<file path="config.mk">
export PLATFORM = sky130hd
export DESIGN_NAME = arp_sequencer
export DESIGN_NICKNAME = d
export VERILOG_FILES = /design/src/rtl/arp_sequencer.sv
export SDC_FILE = /design/constraint.sdc
export NUM_CORES = 1
export LEC_CHECK = 0
export BUFFER_PORTS_ARGS = -buffer_cell sky130_fd_sc_hd__buf_2
export CORE_MARGIN = 1
export CORE_UTILIZATION = 45
export CTS_BUF_LIST = sky130_fd_sc_hd__clkbuf_16
export CTS_CLUSTER_SIZE = 25
export DETAILED_ROUTE_END_ITERATION = 16
export SLEW_MARGIN = 40
export SYNTH_ARGS = -nofsm -noshare
export SYNTH_HDL_FRONTEND = slang
export SYNTH_SLANG_ARGS = --single-unit
</file>
<file path="constraint.sdc">
create_clock -name clk -period 6.6 [get_ports clk]
set_input_delay 0.66 -clock clk [delete_from_list [all_inputs] [get_ports clk]]
set_output_delay 0.66 -clock clk [all_outputs]
set_load 0.05 [all_outputs]
</file>
<file path="src/rtl/arp_sequencer.sv">
// Arpeggiator step sequencer: a small writable table of pitch half-periods played
// at a fixed tempo in up, down, up-down or hold order, one strobe per step.
module arp_sequencer #(
    parameter int DEPTH      = 8,
    parameter int PERIOD_W   = 20,
    parameter int STEP_TICKS = 10000000
) (
    input  logic                       clk,
    input  logic                       rst,
    input  logic                       wr_en,
    input  logic [$clog2(DEPTH)-1:0]   wr_addr,
    input  logic [PERIOD_W-1:0]        wr_data,
    input  logic [$clog2(DEPTH):0]     len,
    input  logic [1:0]                 mode,
    input  logic                       run,
    output logic [PERIOD_W-1:0]        period,
    output logic [$clog2(DEPTH)-1:0]   step_idx,
    output logic                       step_strobe,
    output logic                       note_on
);
    localparam int AW = $clog2(DEPTH);
    localparam int LW = AW + 1;
    localparam int TW = (STEP_TICKS > 1) ? $clog2(STEP_TICKS) : 1;
    localparam logic [TW-1:0] TICK_LAST = TW'(STEP_TICKS - 1);

    localparam logic [1:0] MODE_UP   = 2'b00;
    localparam logic [1:0] MODE_DOWN = 2'b01;
    localparam logic [1:0] MODE_UD   = 2'b10;

    typedef enum logic {IDLE, PLAY} state_t;

    logic [PERIOD_W-1:0] table_q [DEPTH];
    logic [PERIOD_W-1:0] table_d [DEPTH];

    state_t              state_q, state_d;
    logic [TW-1:0]       tick_q, tick_d;
    logic [AW-1:0]       idx_q, idx_d;
    logic                dir_q, dir_d;          // 0 = ascending
    logic [PERIOD_W-1:0] period_q, period_d;
    logic                strobe_q, strobe_d;
    logic                note_q, note_d;

    logic [LW-1:0]       len_eff;
    logic [AW-1:0]       last_idx;
    logic                over;
    logic [AW-1:0]       adv_idx;
    logic                adv_dir;
    logic [AW-1:0]       load_idx;
    logic                load;

    for (genvar gi = 0; gi < DEPTH; gi++) begin : g_table
        assign table_d[gi] = (wr_en && wr_addr == AW'(gi)) ? wr_data : table_q[gi];
    end

    always_ff @(posedge clk) begin
        if (rst) begin
            for (int i = 0; i < DEPTH; i++) table_q[i] <= '0;
        end else begin
            table_q <= table_d;
        end
    end

    always_comb begin
        if (len == '0)                len_eff = LW'(1);
        else if (len > LW'(DEPTH))    len_eff = LW'(DEPTH);
        else                          len_eff = len;
        last_idx = AW'(len_eff - LW'(1));
        over     = {1'b0, idx_q} >= len_eff;
    end

    // Next index at a step boundary; an out-of-range index restarts the pattern.
    always_comb begin
        adv_idx = idx_q;
        adv_dir = dir_q;
        case (mode)
            MODE_UP:   adv_idx = (over || idx_q == last_idx) ? '0 : idx_q + AW'(1);
            MODE_DOWN: adv_idx = (over || idx_q == '0) ? last_idx : idx_q - AW'(1);
            MODE_UD: begin
                if (over || len_eff == LW'(1)) begin
                    adv_idx = '0;
                    adv_dir = 1'b0;
                end else if (!dir_q) begin
                    if (idx_q == last_idx) begin
                        adv_idx = idx_q - AW'(1);
                        adv_dir = 1'b1;
                    end else begin
                        adv_idx = idx_q + AW'(1);
                    end
                end else begin
                    if (idx_q == '0) begin
                        adv_idx = AW'(1);
                        adv_dir = 1'b0;
                    end else begin
                        adv_idx = idx_q - AW'(1);
                    end
                end
            end
            default:   adv_idx = over ? '0 : idx_q;
        endcase
    end

    always_comb begin
        state_d  = state_q;
        tick_d   = tick_q;
        idx_d    = idx_q;
        dir_d    = dir_q;
        period_d = period_q;
        strobe_d = 1'b0;
        note_d   = note_q;
        load     = 1'b0;
        load_idx = adv_idx;
        case (state_q)
            IDLE: begin
                tick_d   = '0;
                dir_d    = 1'b0;
                idx_d    = '0;
                period_d = '0;
                note_d   = 1'b0;
                if (run) begin
                    state_d  = PLAY;
                    load     = 1'b1;
                    load_idx = (mode == MODE_DOWN) ? last_idx : '0;
                end
            end
            default: begin
                if (!run) begin
                    state_d  = IDLE;
                    tick_d   = '0;
                    dir_d    = 1'b0;
                    idx_d    = '0;
                    period_d = '0;
                    note_d   = 1'b0;
                end else if (tick_q == TICK_LAST) begin
                    tick_d = '0;
                    dir_d  = adv_dir;
                    load   = 1'b1;
                end else begin
                    tick_d = tick_q + TW'(1);
                end
            end
        endcase
        // Reads the pre-edge table, so a same-cycle write to this entry loads the old value.
        if (load) begin
            idx_d    = load_idx;
            period_d = table_q[load_idx];
            strobe_d = 1'b1;
            note_d   = table_q[load_idx] != '0;
        end
    end

    always_ff @(posedge clk) begin
        if (rst) begin
            state_q  <= IDLE;
            tick_q   <= '0;
            idx_q    <= '0;
            dir_q    <= 1'b0;
            period_q <= '0;
            strobe_q <= 1'b0;
            note_q   <= 1'b0;
        end else begin
            state_q  <= state_d;
            tick_q   <= tick_d;
            idx_q    <= idx_d;
            dir_q    <= dir_d;
            period_q <= period_d;
            strobe_q <= strobe_d;
            note_q   <= note_d;
        end
    end

    assign period      = period_q;
    assign step_idx    = idx_q;
    assign step_strobe = strobe_q;
    assign note_on     = note_q;
endmodule

</file>
==> results.md, run 1 <==
* Run status: finished clean
* Number of remaining DRC errors at 0
* Number of flops mapped to enable cells by yosys at 0
* Iteration count of the initial detailed-routing pass at 5
* Switching fraction of total power at 0.272
* Count of standard-cell rows at between 50 and 60
* Async set-or-reset flop fraction in the synthesized netlist at 0
* Number of cells after detailed placement at around 1500
* Post-cts resize count at 0
* Critical-path cell list: inv_1 > ha_1 > or3b_4 > a32oi_4 > nand3_1 > nor4b_4 > a311o_4 > nor2_4 > buf_4 > mux2_4 > o211a_1 > a2111oi_0 > and4_1 > a21oi_2
* Final critical-path share of the clock period at 0.730
* Cts hold-fix bufs at 0
* Clk pwr share at 0.419
* Top-area cell type share of the netlist area at 0.428
* Post-detailed-placement half-perimeter wirelength at between 15 and 20 mm
* TritonCTS clock tree: yes
* Synth-to-Final Area Change at 10.6%
* Number of clock buffers inserted by TritonCTS at 24
* Syn Std Cell Area at 0.00986 mm^2
* Number of register bits inferred by synthesis at 211
* Number of violations of the max-capacitance limit at 0
* Die ar. at between 0.02 and 0.025 mm^2
* Fraction of power consumed by sequential logic at 0.458
* Top post-synthesis cells by area: dfxtp_1 43%, nand2_1 13%, a21oi_1 8.7%, mux2i_1 5.9%, mux4_2 3.0%
* Hold WS at 0.440 ns
* Crit end category: register
* Max FO, Critical Path at 18
* Peak supply drop at 148 uV
* Max-slew violations at 0
* Reported net switching power at a little under 800 uW
* Pin count of the biggest net entering global routing at between 90 and 100
* Leading cell types by count after synthesis: 350 x nand2_1, 211 x dfxtp_1, 172 x a21oi_1
* Cell class contributing the biggest share of worst-path delay: compound AO/OA/AOI/OAI gates
* Final ANT Viol Nets at 0
* Sequential element share of the synthesized area at 0.428
* Number of antenna violations at the first check in global routing at 4
* Final WL at 27.8 mm
* Via total after detailed routing at 8387
* Overall Global Routing Usage at 0.251
* Post-route setup TNS at 0 ns
* Count of mapped cells out of synthesis at approximately 1200
* Setup repair after global routing missed its margin: no
* Kind of critical path: register to register
* Remaining global-route overflow at 0
* Clock Sink Count at ~210
* Worst relative slew slack at 0.498
* Setup violators final at 0
* Fraction of final layout cells sized beyond drive strength 1 at 0.124
* Starting density of the core at 0.465
* H-tree Lvls at 1
* Die width at 150 um
* Layout Nets at 1258
* Measured slew at the worst slew-check pin at 0.753 ns
* Tmin final at 4.82 ns
* Power density cells at about 260 mW/mm^2
* Logic gate share of total power at 0.123
* CP peak stage delay at 0.61 ns
* Post-route non-filler standard cell count at 1509
* Total number of yosys warnings at 0
* Clock Skew at ~0.015 ns
* Worst setup SP type: register
* Post-Syn Area per Cell at 8.09 um^2
* Most common cell in the netlist: nand2_1
* Initial detailed-routing violation count at 707
* Required time of the worst setup path at roughly 7.0 ns
* Dominant cell type by area after synthesis: dfxtp_1
* Number of buffers inserted by post-CTS setup repair at 0
* Clock slew at reported path FFs at 0.06 ns
* Internal power at 2100 uW
* Number of distinct library cells after synthesis at 60
* Maximum clock path buffer count at 3
* Post-Synthesis Net Count at ~1300
* Number of global-route vias before repair at approximately 7700
* CTS Root Buffer Type: clkbuf_16
* Fmax at 0.208 GHz
* DR vias/cell at roughly 5.6
* Core Region at 0.0212 mm^2
* Leading register cell type out of synthesis: dfxtp_1
* Lkg Pwr at 0.00408 uW
* Clock latency reported for the late side of the worst-skew pair at 0.52 ns
* Global placement routability congestion at approximately 0.88
* Slowest cell on the critical path: a2111oi_0
* Worst Path Arrival at 5.21 ns
* Vert. Die Dim at 150 um
* First-pass GRT wire length at 43.9 mm
* Worst hold path type: input pin to register
* Top Ports at a little under 60
* Post-DR wirelength/cell at 18.4 um
* Final Hold Fails at 0
* Critical path buffers and inverters at 2
* Port buffer count at 57
==> path summary, 6_finish.rpt <==
| path | startpoint | endpoint | depth (start not counted) | slack (ns) |
|---|---|---|---|---|
| hold / removal | wr_data[8] | table_q[108] | 3 | 0.44 |
| setup reg to reg | step_idx[0] | note_on | 14 | 1.78 |
| hold reg to reg | table_q[75] | table_q[75] | 2 | 0.45 |
| setup / recovery | step_idx[0] | note_on | 14 | 1.78 |
==> through the flow <==
stage / instance area, um^2 / setup slack [ns] / util / total power [uW]
6_report: 10900 / 1.78 / 0.514 / 2880
5_1_grt: 10900 / 1.56 / 0.514 / 2980
4_1_cts: 10900 / 1.76 / 0.514 / 2890
3_5_place_dp: 10200 / 1.28 / 0.481 / 1700
3_3_place_gp: 10200 / 1.22 / 0.478 / 1690
2_1_floorplan: 9860 / 2.57 / - / 1620
==> layout by cell type (no fill, tap or decap), types with 9 or more instances in the layout <==
master,n
nand3_1,30
nor3_1,9
dfxtp_1,211
buf_2,56
or3_1,10
xor2_1,18
buf_4,20
mux4_2,13
a311oi_1,9
nand2_1,347
clkbuf_16,25
ha_1,9
o21ai_0,18
mux2i_1,58
a211oi_1,12
nand4_1,9
and3_1,12
inv_1,13
nor2_1,68
a21oi_1,172
==> area by class of cell <==
cell class / instances / area, um^2
antenna: 3 / 7.51
clock buffer: 25 / 626
clock inverter: 16 / 73.8
fill: 2077 / 10300
inverter: 9 / 33.8
multi-input combinational: 893 / 5150
sequential: 211 / 4220
tap: 275 / 344
timing repair buffer: 77 / 442
==> sequential cells by signal, summed over array words and instances, names as in the netlist <==
name         cells
note_on          1
period          20
dir_q            1
table_q        160
step_strobe      1
tick_q          24
step_idx         3
state_q          1
==> metal layers <==
| layer | vias to the layer above | global-route usage | part of all wire |
|---|---|---|---|
| met2 | 254 | 0.377 | 0.42 |
| met4 | 0 | 0.0510 | 0.010 |
| li1 | 4128 | - | - |
| met1 | 3982 | 0.376 | 0.50 |
| met3 | 23 | 0.0405 | 0.070 |
| met5 | - | 0 | 0 |
==> power by group through the flow <==
| stage | clock network (uW) | logic [uW] | registers (uW) |
|---|---|---|---|
| floorplan | 0 | 251 | 1360 |
| global placement | 0 | 348 | 1350 |
| detailed placement | 0 | 353 | 1350 |
| CTS | 1220 | 354 | 1320 |
| global route | 1270 | 385 | 1320 |
| finish | 1210 | 355 | 1320 |
==> cells by family after synthesis <==
group                      count (synthesis)  share of synthesized area
AOI/OAI and AO/OA                        259                      0.162
xor gates and xnor gates                  26                     0.0231
adders and majority gates                  9                     0.0114
buffers and inverters                    114                     0.0547
DFF                                      211                      0.428
muxes                                     75                     0.0947
and+or+nand+nor                          524                      0.225
==> tightest hold or removal path: cells and delay by family <==
family	cells	cell delay (ns)
compound gates	1	0.05
buf+inv	1	0.14
simple gates	1	0.06
No activity file was read; power rests on OpenSTA's default activity.
==> run 2: changes to the inputs <==
==> constraint.sdc (replaced) <==
create_clock -name clk -period 4.9 [get_ports clk]
set_input_delay 0.49 -clock clk [delete_from_list [all_inputs] [get_ports clk]]
set_output_delay 0.49 -clock clk [all_outputs]
set_load 0.05 [all_outputs]
==> run 2 against run 1 <==
Fmax increased by 6.1%. Core utilization rose by 1.1 points. Worst hold slack got worse by 0.15 ns. Sequential share of layout area fell by 0.79 points. Flip-flop and latch count did not move. Combinational power is 42% higher. Critical path type unchanged.
==> results.md, run 2 (synthesized netlist as in run 1, its figures left out) <==
* Die ar. at 0.0225 mm^2 (unchanged)
* Kind of critical path: register to register
* Final Hold Fails at 0 (unchanged)
* Clk pwr share at 0.447 (+0.028)
* Lkg Pwr at 0.00421 uW (+3.3%)
* Reported net switching power at 1060 uW (+36%)
* Launch instance of the worst min-delay path: wr_data[18]
* Max-slew violations at 0 (unchanged)
* CTS Root Buffer Type: clkbuf_16
* Worst setup SP type: register
* Tmin final at 4.54 ns (-0.278 ns)
* Clock Skew at 0.00716 ns (-0.00809 ns)
* Most common cell after layout, fill and taps aside: nand2_1
* Most flop-heavy register: table_q
* Logic gate share of total power at 0.122 (about the same)
* Setup violators final at 0 (unchanged)
* Overall Global Routing Usage at 0.260 (+0.00929)
* Post-cts resize count at 0 (unchanged)
* Iteration count of the initial detailed-routing pass at 5 (unchanged)
* Worst hold path type: input pin to register
* Count of cells along the worst hold path at 3 (unchanged)
* Final WL at 28.5 mm (+2.5%)
* Top Ports at 58 (unchanged)
* Port buffer count at 57 (unchanged)
* Critical-path cell list: inv_1 > ha_1 > or3b_4 > a32oi_4 > nand3_1 > nor4b_4 > a311o_4 > nor2_4 > buf_16 > mux2_4 > o211a_1 > a2111oi_0 > and4_1 > a21oi_2
* Fraction of final layout cells sized beyond drive strength 1 at 0.137 (+0.0123)
* Measured slew at the worst slew-check pin at 0.752 ns (-0.000702 ns)
* Number of cells after detailed placement at 1475 (+0.68%)
* Post-detailed-placement half-perimeter wirelength at 17.2 mm (-1.4%)
* Via total after detailed routing at 8469 (+0.98%)
* Count of standard-cell rows at 53 (unchanged)
* Post-route setup TNS at 0 ns (unchanged)
* Starting density of the core at 0.465 (unchanged)
* Hold WS at 0.290 ns (-0.151 ns)
* Internal power at 3060 uW (+46%)
* Initial detailed-routing violation count at 690 (-2.4%)
* First-pass GRT wire length at 45.2 mm (+3.0%)
* Maximum clock path buffer count at 3 (unchanged)
* Required time of the worst setup path at 5.30 ns (-1.70 ns)
* Largest register FFs at 160 (unchanged)
* Worst Path Arrival at 4.94 ns (-0.27 ns)
* Reg-to-reg endpoint: note_on
* DR vias/cell at 5.56 (about the same)
* Clock latency reported for the late side of the worst-skew pair at 0.51 ns (about the same)
* Pin count of the biggest net entering global routing at 98 (+6.5%)
* Clock slew at reported path FFs at 0.06 ns (about the same)
* Number of violations of the max-capacitance limit at 0 (unchanged)
* Switching fraction of total power at 0.258 (-0.0138)
* Post-route non-filler standard cell count at 1523 (+0.93%)
* Number of remaining DRC errors at 0 (unchanged)
* Number of antenna violations at the first check in global routing at 5 (+1)
* Peak supply drop at 216 uV (+47%)
* Slowest cell on the critical path: a2111oi_0
* Final ANT Viol Nets at 0 (unchanged)
* Post-DR wirelength/cell at 18.7 um (+1.6%)
* Cts hold-fix bufs at 0 (unchanged)
* Clock Sink Count at 211 (unchanged)
* Worst R2R Setup Slack at 0.36 ns (-1.42 ns)
* Fmax at 0.220 GHz (+6.1%)
* Layout Nets at 1269 (+0.87%)
* Fraction of power consumed by sequential logic at 0.431 (-0.027)
* Origin of the critical flop-to-flop path: step_idx[0]
* Startpoint of the worst setup timing path: step_idx[0]
* TritonCTS clock tree: yes
* Max FO, Critical Path at 14 (-4)
* Endpoint, Worst Hold: table_q[138]
* Reg2Reg Depth at 14 (unchanged)
* H-tree Lvls at 1 (unchanged)
* Number of buffers inserted by post-CTS setup repair at 0 (unchanged)
* Vert. Die Dim at 150 um (unchanged)
* Leading cell types in the layout, fill and taps excluded: 347 x nand2_1, 211 x dfxtp_1, 172 x a21oi_1
* Core Region at 0.0212 mm^2 (unchanged)
* Crit end category: register
* Global placement routability congestion at 0.884 (+0.95%)
* Synth-to-Final Area Change at 12.9%
* Power density cells at 370 mW/mm^2 (+40%)
* Number of global-route vias before repair at 7857 (+1.5%)
* Setup repair after global routing missed its margin: no
* Remaining global-route overflow at 0 (unchanged)
* CP peak stage delay at 0.61 ns (about the same)
* Die width at 150 um (unchanged)
* Worst relative slew slack at 0.499 (about the same)
* Final critical-path share of the clock period at 0.926 (+0.196)
* Number of clock buffers inserted by TritonCTS at 24 (unchanged)
* Run status: finished clean
==> run 2: cell types whose count changed in the layout (fill, tap and decap cells not counted), moves of 3 or more <==
cell	delta
clkinv_2	+7
clkinv_1	-5
buf_4	+7
bufinv_16	+4
buf_12	+3
nand3_1	+3
nand3_2	-3
==> run 2: per-layer routing <==
metal | wire length (um) | vias up | track usage
met1 | 13600 | 4018 | 0.383
met4 | 404 | 4 | 0.0591
met5 | 22 | - | 0
met3 | 2040 | 40 | 0.0418
met2 | 12400 | 244 | 0.396
li1 | - | 4163 | -
==> run 2: power groups by stage <==
| stage | combinational (uW) | sequential, uW | clock, uW |
|---|---|---|---|
| 2_1_floorplan | 338 | 1840 | 0 |
| 3_3_place_gp | 491 | 1810 | 0 |
| 3_5_place_dp | 494 | 1810 | 0 |
| 4_1_cts | 496 | 1770 | 1870 |
| 5_1_grt | 545 | 1780 | 1950 |
| 6_report | 504 | 1780 | 1840 |
==> run 2: worst max-delay path, delay by kind of cell (launching register included) <==
| family | cells | cell delay, ns |
|---|---|---|
| mux | 1 | 0.32 |
| simple gates | 5 | 1.37 |
| flops | 1 | 0.42 |
| buf+inv | 2 | 0.37 |
| compound gates | 5 | 1.57 |
| fa+ha+maj | 1 | 0.36 |
==> run 2: cell type report <==
type | instances | area, um^2
fill | 2057 | 10100
multi-input combinational | 893 | 5130
sequential | 211 | 4220
clock buffer | 25 | 626
timing repair buffer | 88 | 582
tap | 275 | 344
clock inverter | 19 | 188
inverter | 9 | 33.8
antenna | 3 | 7.51
==> run 2: how the worst max path moves through the flow <==
stage                          to  slack, ns  depth (start not counted)
after global placement    note_on       0.05                         17
final                     note_on       0.36                         14
after global routing      note_on       0.18                         14
after detailed placement  note_on      -0.02                         17
after CTS                 note_on       0.16                         14
after floorplan           note_on       0.87                         14
==> run 2: stage by stage <==
step,area [um^2],worst slack [ns],total power (uW),util
2_1_floorplan,9860,0.867,2180,-
3_3_place_gp,10300,0.0500,2300,0.484
3_5_place_dp,10300,-0.0244,2310,0.484
4_1_cts,11100,0.160,4140,0.523
5_1_grt,11100,0.182,4270,0.524
6_report,11100,0.361,4120,0.525
==> run 3: changes to the inputs <==
--- a/config.mk
+++ b/config.mk
@@ -5,6 +5,7 @@
 export SDC_FILE = /design/constraint.sdc
 export NUM_CORES = 1
 export LEC_CHECK = 0
+export ABC_AREA = 1
 export BUFFER_PORTS_ARGS = -buffer_cell sky130_fd_sc_hd__buf_2
 export CORE_MARGIN = 1
 export CORE_UTILIZATION = 45
==> run 3 against run 2 <==
Cell count increased by 13%. Critical path depth increased by 8. Synthesized cell count increased by 16%. Sequential share of layout area increased by 0.41 points. Largest power group is now registers. Combinational power increased by 24%. Register-to-register slack improved by 0.94 ns. First-iteration DRC count increased by 1.6%. Highest routed layer is now met4. Global-route usage decreased by 1.3 points. Power increased by 2.1%. Fmax increased by 26%.
==> results.md, run 3 <==
* Layout Nets at 1473 (+16%)
* Remaining global-route overflow at 0 (unchanged)
* DR vias/cell at 5.25 (-5.6%)
* Count of standard-cell rows at 53 (unchanged)
* Setup WS post-layout at 1.30 ns (+0.943 ns)
* Crit end category: register
* Final Hold Fails at 0 (unchanged)
* Overall Global Routing Usage at 0.247 (-0.0131)
* H-tree Lvls at 1 (unchanged)
* Post-Layout Inst Area at 0.0110 mm^2 (-1.1%)
* Max FO, Critical Path at 27 (+13)
* Via total after detailed routing at 9053 (+6.9%)
* Reg2Reg Depth at 22 (+8)
* Dominant cell type by area after synthesis: dfxtp_1
* Post-DR wirelength/cell at 15.9 um (-15%)
* Largest register FFs at 160 (unchanged)
* Initial detailed-routing violation count at 701 (+1.6%)
* Leading register cell type out of synthesis: dfxtp_1
* Post-cts resize count at 0 (unchanged)
* Post-route setup TNS at 0 ns (unchanged)
* Clock latency reported for the late side of the worst-skew pair at 0.53 ns (+0.02 ns)
* Iteration count of the initial detailed-routing pass at 5 (unchanged)
* Setup WS pre-CTS at 0.984 ns (+1.01 ns)
* Starting density of the core at 0.462 (-0.00274)
* Most common cell after layout, fill and taps aside: nand2_1
* Power density cells at 382 mW/mm^2 (+3.3%)
* Number of clock buffers inserted by TritonCTS at 24 (unchanged)
* Measured slew at the worst slew-check pin at 0.829 ns (+0.0769 ns)
* Syn Std Cell Area at 0.00977 mm^2 (-0.90%)
* CTS Root Buffer Type: clkbuf_16
* Number of flops mapped to enable cells by yosys at 0 (unchanged)
* Tmin final at 3.60 ns (-0.943 ns)
* TritonCTS clock tree: yes
* Max-slew violations at 0 (unchanged)
* Setup violators final at 0 (unchanged)
* Total number of yosys warnings at 0 (unchanged)
* Setup repair after global routing missed its margin: no
* Maximum clock path buffer count at 3 (unchanged)
* Number of buffers inserted by post-CTS setup repair at 0 (unchanged)
* Area taken by flip-flops and latches at 0.00422 mm^2 (unchanged)
* Clock slew at reported path FFs at 0.06 ns (about the same)
* Fraction of final layout cells sized beyond drive strength 1 at 0.0925 (-0.0441)
* Vert. Die Dim at 149 um (-0.45%)
* Top post-synthesis cells by area: dfxtp_1 43%, o21ai_0 10%, nand2_1 8.4%, nand3_1 8.1%, a21oi_1 6.6%
* Post-detailed-placement half-perimeter wirelength at 17.0 mm (-1.1%)
* Worst setup SP type: register
* Synth-to-Final Area Change at 12.7%
* Number of violations of the max-capacitance limit at 0 (unchanged)
* Sequential element share of the synthesized area at 0.432 (+0.00390)
* Most flop-heavy register: table_q
* Worst Path Arrival at 4.02 ns (-0.92 ns)
* Most common cell in the netlist: nand2_1
* Count of mapped cells out of synthesis at 1411 (+16%)
* Worst relative slew slack at 0.447 (-0.0513)
* Run status: finished clean
* Worst hold path type: input pin to register
* Lkg Pwr at 0.00461 uW (+9.6%)
* Leading cell types by count after synthesis: 218 x nand2_1, 211 x dfxtp_1, 201 x o21ai_0
* Number of remaining DRC errors at 0 (unchanged)
* Clock Skew at 0.0226 ns (+0.0155 ns)
* Core Region at 0.0212 mm^2 (-0.31%)
* Fmax at 0.278 GHz (+26%)
* Post-Synthesis Net Count at 1453 (+15%)
* Number of distinct library cells after synthesis at 37 (-38%)
* Fill count at 2146 (+4.3%)
* Number of global-route vias before repair at 8324 (+5.9%)
* First-pass GRT wire length at 43.6 mm (-3.4%)
* Final ANT Viol Nets at 0 (unchanged)
* Kind of critical path: register to register
* Clock Sink Count at 211 (unchanged)
* Area of placed instances at 0.0102 mm^2 (-0.52%)
* Post-Syn Area per Cell at 6.92 um^2 (-14%)
* Top Ports at 58 (unchanged)
* Async set-or-reset flop fraction in the synthesized netlist at 0 (unchanged)
* Port buffer count at 57 (unchanged)
* Count of cells along the worst hold path at 2 (-1)
* Final critical-path share of the clock period at 0.734 (-0.192)
* Pin count of the biggest net entering global routing at 75 (-23%)
* Leading cell types in the layout, fill and taps excluded: 218 x nand2_1, 211 x dfxtp_1, 200 x o21ai_0
* Final WL at 27.4 mm (-3.9%)
* Area of combinational cells with multiple inputs at 0.00456 mm^2 (-11%)
* Number of register bits inferred by synthesis at 211 (unchanged)
* Die width at 149 um (-0.45%)
* Required time of the worst setup path at 5.33 ns (+0.03 ns)
* Number of antenna violations at the first check in global routing at 1 (-4)
* Die ar. at 0.0223 mm^2 (-0.89%)
* Top-area cell type share of the netlist area at 0.432 (+0.00390)
* Global placement routability congestion at 0.902 (+2.0%)
* Peak supply drop at 279 uV (+29%)
* Cts hold-fix bufs at 0 (unchanged)
run 3: cell types whose count changed after synthesis, sizes merged, moves of 18 or more:
cell,delta
a21oi,-45
nor2,+81
clkbuf,-24
o21ai,+180
nand2,-127
nand3b,+29
a211oi,-18
inv,+160
mux2i,-58
nand3,+126
run 3: final timing paths:
check,from,to,slack (ns)
worst min-delay path,rst,state_q,0.24
worst min register to register,tick_q[0],tick_q[0],0.45
worst max-delay path,step_idx[0],note_on,1.30
worst max register to register,step_idx[0],note_on,1.30
run 3: report_power, final:
part | total (uW) | leakage, uW | internal, uW | switching [uW]
combinational | 623 | 0.00250 | 182 | 441
sequential | 1800 | 0.00171 | 1780 | 25.8
clock | 1780 | 0.000397 | 1050 | 732
total | 4210 | 0.00461 | 3010 | 1200
run 3: logic make-up after synthesis:
logic type | after synthesis | share of synthesized area
AOI/OAI and AO/OA | 344 | 0.181
xor gates and xnor gates | 6 | 0.00538
adders and majority gates | 9 | 0.0115
buffers and inverters | 256 | 0.105
DFF | 211 | 0.432
and+or+nand+nor | 585 | 0.265
run 3: per-stage QoR:
step,hold slack [ns],total power [uW],utilization,cells
floorplan,0.418,2280,-,1411
global placement,0.432,2450,0.483,1680
detailed placement,0.439,2460,0.483,1680
CTS,0.205,4240,0.520,1724
global route,0.259,4380,0.520,1724
finish,0.239,4210,0.520,1725
run 3: per-layer routing:
metal,track usage,up-vias,routed length [um]
li1,-,4647,-
met5,0,-,0
met2,0.398,249,12200
met4,0.0781,0,648
met1,0.340,4111,12900
met3,0.0339,46,1610
run 3: cell type report:
type | instances | share of cell area
sequential | 211 | 0.384
antenna | 1 | 0.000227
tap | 275 | 0.0312
clock buffer | 24 | 0.0545
multi-input combinational | 944 | 0.414
clock inverter | 20 | 0.0164
timing repair buffer | 78 | 0.0414
inverter | 172 | 0.0589
run 3: worst max-delay path, cell delays in order (launching register included):
cell	delay, ns
dfxtp_1	0.42
inv_1	0.17
ha_1	0.33
nand2_1	0.07
nand3_1	0.11
nand2_1	0.13
nand2_1	0.08
o21ai_0	0.14
o21ai_0	0.12
o21bai_4	0.20
nand2_4	0.26
buf_4	0.37
inv_1	0.17
nand2_1	0.09
nand2_1	0.05
nand2_1	0.06
nand3_1	0.07
nand2_1	0.16
nand2_1	0.09
nor2_1	0.09
nand2_1	0.10
o21bai_1	0.15
nand2_1	0.06
